**src/rtl/fuel_dispense_meter.sv**
```systemverilog
// Dispensed-volume and price meter owning the pump relay.
// Auto mode stops on a preset volume; manual mode pumps while held.
//
// Ports:
//   clk, rst_n   : clock and synchronous active-low reset
//   clear        : zero totals and return to IDLE
//   mode         : 0 = auto preset, 1 = manual (sampled in IDLE)
//   start, stop  : level controls; stop has priority
//   manual_req   : operator hold-to-pump request
//   target_vol   : preset volume, latched on leaving IDLE
//   unit_price   : price per volume unit, latched on leaving IDLE
//   relay_on     : registered pump relay drive
//   volume       : dispensed volume
//   price        : accumulated cost, saturating
//   done         : high in DONE
//   busy         : high in PUMP or HOLD
module fuel_dispense_meter #(
   parameter int TICK_CYCLES = 1704545,
   parameter int STEP        = 50,
   parameter int VOL_W       = 16,
   parameter int PRICE_W     = 32,
   parameter int UPRICE_W    = 16
) (
   input  logic                clk,
   input  logic                rst_n,
   input  logic                clear,
   input  logic                mode,
   input  logic                start,
   input  logic                stop,
   input  logic                manual_req,
   input  logic [VOL_W-1:0]    target_vol,
   input  logic [UPRICE_W-1:0] unit_price,
   output logic                relay_on,
   output logic [VOL_W-1:0]    volume,
   output logic [PRICE_W-1:0]  price,
   output logic                done,
   output logic                busy
);

   localparam int CNT_W  = $clog2(TICK_CYCLES);
   localparam int PROD_W = VOL_W + UPRICE_W;
   localparam int SUM_W  =
      ((PRICE_W > PROD_W) ? PRICE_W : PROD_W) + 1;

   localparam logic [CNT_W-1:0] LP_LAST =
      CNT_W'(TICK_CYCLES - 1);
   localparam logic [VOL_W-1:0] LP_STEP = VOL_W'(STEP);
   localparam logic [VOL_W-1:0] LP_VMAX = {VOL_W{1'b1}};
   localparam logic [SUM_W-1:0] LP_PMAX =
      SUM_W'({PRICE_W{1'b1}});

   typedef enum logic [1:0] {
      ST_IDLE,
      ST_PUMP,
      ST_HOLD,
      ST_DONE
   } state_t;

   state_t                r_state;
   logic                  r_mode;
   logic [VOL_W-1:0]      r_target;
   logic [UPRICE_W-1:0]   r_uprice;
   logic [VOL_W-1:0]      r_vol;
   logic [PRICE_W-1:0]    r_price;
   logic [CNT_W-1:0]      r_cnt;
   logic                  r_relay;
   logic                  r_done;
   logic                  r_busy;

   logic                  w_tick;
   logic [VOL_W:0]        w_vsum;
   logic                  w_fin;
   logic [VOL_W-1:0]      w_d;
   logic [VOL_W-1:0]      w_vol_nxt;
   logic [PROD_W-1:0]     w_prod;
   logic [SUM_W-1:0]      w_psum;
   logic [PRICE_W-1:0]    w_price_nxt;

   assign w_tick = (r_state == ST_PUMP) && (r_cnt == LP_LAST);
   assign w_vsum = {1'b0, r_vol} + {1'b0, LP_STEP};

   // Step size for this interval; the last step is trimmed so the
   // volume lands exactly on the target (auto) or the ceiling (manual).
   always_comb begin
      w_fin = 1'b0;
      w_d   = LP_STEP;
      if (r_mode) begin
         if (w_vsum > {1'b0, LP_VMAX}) begin
            w_fin = 1'b1;
            w_d   = LP_VMAX - r_vol;
         end
      end else if (w_vsum >= {1'b0, r_target}) begin
         w_fin = 1'b1;
         w_d   = (r_target > r_vol) ? (r_target - r_vol) : '0;
      end
   end

   assign w_vol_nxt = r_vol + w_d;
   assign w_prod    = PROD_W'(w_d) * PROD_W'(r_uprice);

   // One spare bit above the wider operand catches any overflow.
   assign w_psum      = SUM_W'(r_price) + SUM_W'(w_prod);
   assign w_price_nxt = (w_psum > LP_PMAX) ?
                        {PRICE_W{1'b1}} : w_psum[PRICE_W-1:0];

   always_ff @(posedge clk) begin
      if (!rst_n) begin
         r_state  <= ST_IDLE;
         r_mode   <= 1'b0;
         r_target <= '0;
         r_uprice <= '0;
         r_vol    <= '0;
         r_price  <= '0;
         r_cnt    <= '0;
         r_relay  <= 1'b0;
         r_done   <= 1'b0;
         r_busy   <= 1'b0;
      end else if (clear) begin
         r_state  <= ST_IDLE;
         r_vol    <= '0;
         r_price  <= '0;
         r_cnt    <= '0;
         r_relay  <= 1'b0;
         r_done   <= 1'b0;
         r_busy   <= 1'b0;
      end else begin
         unique case (r_state)
            ST_IDLE: begin
               // Only the values present on the exit edge matter.
               r_mode   <= mode;
               r_target <= target_vol;
               r_uprice <= unit_price;
               r_cnt    <= '0;
               if (!stop && !mode && start) begin
                  if (target_vol == '0) begin
                     r_state <= ST_DONE;
                     r_done  <= 1'b1;
                  end else begin
                     r_state <= ST_PUMP;
                     r_relay <= 1'b1;
                     r_busy  <= 1'b1;
                  end
               end else if (!stop && mode && manual_req) begin
                  r_state <= ST_PUMP;
                  r_relay <= 1'b1;
                  r_busy  <= 1'b1;
               end
            end
            ST_PUMP: begin
               // The interval in flight is counted even on a pause edge.
               r_cnt <= w_tick ? '0 : r_cnt + CNT_W'(1);
               if (w_tick) begin
                  r_vol   <= w_vol_nxt;
                  r_price <= w_price_nxt;
               end
               if (w_tick && w_fin) begin
                  r_state <= ST_DONE;
                  r_relay <= 1'b0;
                  r_busy  <= 1'b0;
                  r_done  <= 1'b1;
               end else if (stop || (r_mode && !manual_req)) begin
                  r_state <= ST_HOLD;
                  r_relay <= 1'b0;
               end
            end
            ST_HOLD: begin
               if (!stop && (r_mode ? manual_req : start)) begin
                  r_state <= ST_PUMP;
                  r_relay <= 1'b1;
               end
            end
            ST_DONE: begin
               r_state <= ST_DONE;
            end
            default: begin
               r_state <= ST_IDLE;
               r_relay <= 1'b0;
               r_busy  <= 1'b0;
               r_done  <= 1'b0;
            end
         endcase
      end
   end

   assign relay_on = r_relay;
   assign volume   = r_vol;
   assign price    = r_price;
   assign done     = r_done;
   assign busy     = r_busy;

endmodule
```
**config.mk**
```make
export PLATFORM = sky130hd
export DESIGN_NAME = fuel_dispense_meter
export DESIGN_NICKNAME = d
export VERILOG_FILES = /design/src/rtl/fuel_dispense_meter.sv
export SDC_FILE = /design/constraint.sdc
export NUM_CORES = 1
export LEC_CHECK = 0
export ABC_AREA = 1
export CAP_MARGIN = 30
export CORE_MARGIN = 2
export CORE_UTILIZATION = 34
export CTS_BUF_LIST = sky130_fd_sc_hd__clkbuf_2 sky130_fd_sc_hd__clkbuf_4 sky130_fd_sc_hd__clkbuf_8
export DETAILED_ROUTE_END_ITERATION = 10
export GPL_TIMING_DRIVEN = 0
export SLEW_MARGIN = 20
export SYNTH_ARGS = -nofsm -noshare
export SYNTH_HDL_FRONTEND = slang
export SYNTH_SLANG_ARGS = --single-unit
```
**constraint.sdc**
```tcl
create_clock -name clk -period 9.9 [get_ports clk]
set_clock_uncertainty 0.15 [all_clocks]
set_input_delay 1.98 -clock clk [delete_from_list [all_inputs] [get_ports clk]]
set_output_delay 1.98 -clock clk [all_outputs]
set_load 0.005 [all_outputs]
```
* After elaboration in Yosys (flattened, before gate mapping)
Cells that the tools add are included.
** Cells by class
- Equal/unequal tests :: 11
- $add $sub $neg :: 6
- Magnitude comparators :: 4
- Multipliers :: 1
- Muxes and demuxes :: 31
- Bitwise logic cells :: 2
- Reduce and logical (&&, ||, !) cells :: 23
** Operators by type and width (number)
- 16-bit two-way mux :: 4
- 21-bit case mux with 2 select lines :: 1
- 32-bit by 32-bit adder with 33-bit output :: 1
- 33-bit by 32-bit > comparator with 1-bit output, second input constant :: 1
- 16-bit by 16-bit multiplier with 32-bit output :: 1
- 32-bit two-way mux :: 1
- 21-bit by 1-bit adder with 21-bit output, second input constant :: 1
- 21-bit == test, second input constant :: 1
- 21-bit two-way mux :: 1
- 16-bit by 6-bit adder with 17-bit output, second input constant :: 1
- 17-bit by 16-bit greater-or-equal comparator with 1-bit output :: 1
- 17-bit by 16-bit > comparator with 1-bit output, second input constant :: 1
- 16-bit adder :: 1
- 16-bit > comparator :: 1
- 16-bit zero test :: 1
- 16-bit subtractor :: 1
- 16-bit subtractor, first input constant :: 1
- 1-bit two-way mux :: 14
- 2-bit two-way mux :: 6
- 1-bit logical AND :: 8
- 2-bit case mux with 4 select lines :: 1
- 4-bit AND reduction :: 2
- 2-bit inequality test, second input constant :: 3
- 3-bit inequality test, second input constant :: 2
- 16 further kinds :: 22
** Word-level totals
- Register bits after elaboration :: 107
- Bits of input ports :: 39
- Word-level logic and storage cells :: 88
- Output and inout bits :: 51

* Logic depth before layout (Yosys ltp)
- Depth after elaboration :: 8
- Gate-level depth with buffers :: 47
- Mapped depth without buffers :: 47

* Worst setup path before layout
No wires, ideal clock.
- Path kind :: flip-flop to flip-flop
- From :: reg r_vol[1], in the netlist volume[1]
- To :: reg r_price[25], in the netlist price[25]
- Buffers on the path :: 2
- Setup slack :: 1949 ps
- Required time :: 9624 ps
- Clock period less this slack :: 7951 ps
- Stages on the path, launching flop included :: 43
- Setup time :: 126 ps
- Arrival time :: 7675 ps
- Path through :: dfxtp_1 > ha_1 > nand2_1 > nand2_2 > nand2_2 > nor2_1 > nand4_1 > xor2_1 > ha_1 > nand4_1 > nor4_1 > nand2_1 > nand3_4 > nand2_4 > nor2_8 > inv_4 > nor2_1 > buf_2 > [... 7 more ...] > fa_1 > fa_1 > inv_1 > fa_1 > inv_1 > ha_1 > nand2_1 > nor2_1 > nand2_1 > o21ai_1 > nand2_1 > nand2_1 > nand2_1 > nand3b_1 > nand3_2 > inv_2 > buf_2 > a31oi_1
** Between the ends
- Word-level cells in the longest chain between the ends :: 8
- Elaborated cells on any way between the ends :: 14
- Those cells by class :: 4 x add/sub; 1 x mul; 4 x order compare; 5 x mux
** RTL lines
- start, declared :: RTL line 63 : logic [VOL_W-1:0] r_vol;
- start signal, assigned :: RTL line 153 : r_vol <= w_vol_nxt;
- 16-bit by 6-bit adder with 17-bit output, or another cell as far along :: RTL line 80 : assign w_vsum = {1'b0, r_vol} + {1'b0, LP_STEP};
- 17-bit by 16-bit greater-or-equal comparator with 1-bit output, or another cell as far along :: RTL line 92 : end else if (w_vsum >= {1'b0, r_target}) begin
- 16-bit two-way mux (on tied branches) :: RTL line 92, 88
- 16-bit two-way mux (*) :: RTL line 87 : if (r_mode) begin
- 16-bit by 16-bit multiplier with 32-bit output (*) :: RTL line 99 : assign w_prod = PROD_W'(w_d) * PROD_W'(r_uprice);
- 32-bit by 32-bit adder with 33-bit output (*) :: RTL line 102 : assign w_psum = SUM_W'(r_price) + SUM_W'(w_prod);
- 33-bit by 32-bit > comparator with 1-bit output :: RTL line 103 : assign w_price_nxt = (w_psum > LP_PMAX) ?
- 32-bit two-way mux (*) :: RTL line 103
- end signal, assigned :: RTL line 154 : r_price <= w_price_nxt;
- end, declared :: RTL line 64 : logic [PRICE_W-1:0] r_price;
Mark *: on every way between the ends. The rest lies on a longest branch, timed or not.
A chain may end at the register's enable or synchronous reset.

* Worst setup path after layout
- From :: reg r_vol[1], in the netlist volume[1]
- To :: reg r_price[15], in the netlist price[15]
Same word-level chain as after synthesis.

==> metrics.md <==
| Metric | Value |
|---|---|
| Setup crit end | `price[15]` |
| Gpl congestion | `0.940` |
| CP bufs+invs | `6` |
| Status | `complete, no violations` |
| Global-route wire length before repair | `81.0 mm` |
| Crit-path max cell delay | `560 ps` |
| Longest Clk Path Bufs | `2` |
| Largest net degree at the start of global routing | `18` |
| Syn. warnings | `0` |
| Hold Slack | `342 ps` |
| Worst EP required | `10110 ps` |
| Ranking of synthesized cells by area | `fa_1 (28%), dfxtp_1 (13%), ha_1 (12%)` |
| Worst-skew pair later-pin latency | `470 ps` |
| NumNets Final | `2667` |
| Cts bufs inserted | `9` |
| Leading area contributor after synthesis | `fa_1` |
| Worst Hold Class | `flip-flop to flip-flop` |
| RSZ-0062 raised after global routing | `false` |
| Vias per cell | `5.00` |
| Max Fclk | `108 MHz` |
| Hpwl dp | `41.8 mm` |
| Seq/Total Area, Yosys | `0.132` |
| Main synth FF type | `dfxtp_1` |
| Die Area | `0.0496 sq mm` |
| Max Slew Vio Count | `0` |
| Critical path data arrival time | `9490 ps` |
| Post-synth net total | `2568` |
| Crit-path max FO | `10` |
| Setup CP Type | `flip-flop to flip-flop` |
| Net Sw Power | `0.743 mW` |
| Initial Utilization | `0.343` |
| Synth top area share | `0.280` |
| Max-cap violations | `0` |
| Register share of total power | `0.291` |
| RR Startpoint | `volume[1]` |
| Worst R2R Setup Slack | `620 ps` |
| Final Hold Vio Count | `0` |
| Worst-path clk slew | `120 ps` |
| Port buffer count | `89` |
| CTS Hold Bufs | `0` |
| Worst Tran Pin Value | `959 ps` |
| Setup Buffers After CTS | `0` |
| R2R depth | `40` |
| Final Cycle Share | `0.937` |
| Slowest CP cell | `fa_1` |
| Endpoint class of the critical path | `flip-flop` |
| Final wirelength | `49.9 mm` |
| Detail Route Antenna Nets | `0` |
| Wirelength per Cell | `17.4 um` |
| Initial antenna violation count | `1` |
| Slew Limit Headroom | `0.361` |
| Area grow syn2layout | `12.0%` |
| RR Endpoint | `price[15]` |
| Pleak | `8.77 nW` |
| Share of cells above drive strength 1 | `0.0472` |
| DP Worst Slack | `-330 ps` |
| Vias in the first global route | `14800` |
| I/O Pins | `90` |
| Synth Register Bits | `107` |
| Gr usage total | `0.211` |
| Die X | `223 um` |
| CORE AREA | `0.0474 sq mm` |
| CP Launch Type | `flip-flop` |
| Endpoints failing setup | `0` |
| Internal | `0.851 mW` |
| Grt ovf | `0` |
| Largest delay share family, worst path | `adder cells` |
| Combinational share of power | `0.516` |
| Power per standard cell area | `87.5 mW/mm^2` |
| Max VDD drop | `0.0000546 V` |
| Clk root buf | `clkbuf_8` |
| Final Core Density | `0.384` |
| Die height | `223 um` |
| Synthesized instance count | `2142` |
| CTS Sinks | `107` |
| Drt initial violations | `958` |
| Setup slack after layout | `623 ps` |
| Most frequent CP cell | `nand2_1` |
| Rows | `80` |
| Commonest non-fill, non-tap cell in the layout | `inv_1` |
| CTS tree | `yes` |
| H-tree levels | `3` |
| Synth Cell Area | `0.0163 sq mm` |
| EDFF count, synth | `0` |
| Clock power frac | `0.193` |
| Async SR Flop Fraction | `0` |
| 1st-pass router iterations | `7` |
| Final min period | `9280 ps` |
| Avg Inst Size Synth | `7.60 sq um` |
| Post-synth cell types | `57` |
| Crit. path cell count | `40` |
| Drt drc | `0` |
| Via Count | `14300` |
| Most frequent cells in the layout | `inv_1 (506), nand2_1 (336), fa_1 (228)` |
| Sw Ratio | `0.466` |
| Critical Path Source | `volume[1]` |
metrics by stage:
| stage | total power [mW] | instances | area, sq um | setup TNS, ps |
|---|---|---|---|---|
| finish | 1.59 | 2861 | 18200 | 0 |
| global route | 1.74 | 2860 | 18200 | 0 |
| CTS | 1.60 | 2861 | 18100 | 0 |
| detailed placement | 1.28 | 2846 | 17900 | -4470 |
| global placement | 1.27 | 2846 | 17900 | -2910 |
| floorplan | 1.06 | 2142 | 16300 | 0 |
logic make-up after synthesis:
| family | Yosys count | synth area share |
|---|---|---|
| AOI/OAI and AO/OA | 331 | 0.113 |
| DFF | 107 | 0.132 |
| xor gates and xnor gates | 57 | 0.0321 |
| buffers and inverters | 578 | 0.136 |
| and+or+nand+nor | 682 | 0.184 |
| adders and majority gates | 387 | 0.403 |
tightest hold or removal path, cell delays in order, from the launching register on:
cell     delay [ps]
dfxtp_1         340
nand2_1          60
a21oi_1          50
what timing repair did:
item                                    CTS  global route
endpoints found under the setup margin   28            32
hold endpoints to repair                  0             0
pin swaps                                 0             0
gates resized for setup                   7            28
worst min path at each step:
| stage | to | slack [ps] | depth (start not counted) | startpoint |
|---|---|---|---|---|
| 5_1_grt | r_cnt[13] | 370 | 2 | r_cnt[13] |
| 4_1_cts | r_target[0] | 350 | 2 | r_target[0] |
| 6_report | r_cnt[13] | 340 | 2 | r_cnt[13] |
| 3_3_place_gp | r_target[0] | 320 | 2 | r_target[0] |
| 3_5_place_dp | done | 320 | 2 | done |
| 2_1_floorplan | r_target[0] | 300 | 2 | r_target[0] |
registers in the layout, indices dropped and copies added, names as in the netlist:
signal and count:
busy 1, done 1, price 32, r_cnt 21, r_mode 1, r_state 2
r_target 16, r_uprice 16, relay_on 1, volume 16
synth_stat cells, types with 5 or more instances:
master,number
ha_1,159
inv_2,11
a31oi_1,6
nand2_1,336
nor2_1,193
a21o_1,5
clkbuf_1,37
nand4_1,23
nor2_4,12
buf_2,12
a221oi_1,5
fa_1,228
nand3_1,59
nor3_1,13
xor2_1,30
xnor2_1,24
nor4_1,10
dfxtp_1,107
inv_1,507
o21bai_1,5
nand2_2,11
o21ai_2,5
o21ai_0,115
o221ai_1,15
a21oi_1,157
layer usage:
metal  GRT usage  part of all wire  vias up
li1            -                 -     6804
met1       0.278              0.44     6975
met2       0.357              0.48      431
met3      0.0341             0.061       82
met4      0.0641             0.025        0
met5           0                 0        -
layout make-up:
cell class	instances	area, sq um
fill	4969	29200
multi-input combinational	1457	12000
sequential	107	2150
inverter	521	1970
timing repair buffer	89	891
tap	615	769
buffer	56	272
clock buffer	9	124
clock inverter	6	66.3
antenna	1	2.50
power by group through the flow:
stage | combinational (mW) | clock (mW) | sequential, mW
finish | 0.823 | 0.307 | 0.464
global route | 0.944 | 0.334 | 0.465
CTS | 0.814 | 0.317 | 0.463
floorplan | 0.592 | 0 | 0.465
detailed placement | 0.808 | 0 | 0.473
global placement | 0.798 | 0 | 0.473
(Power assumes the default switching activity.)
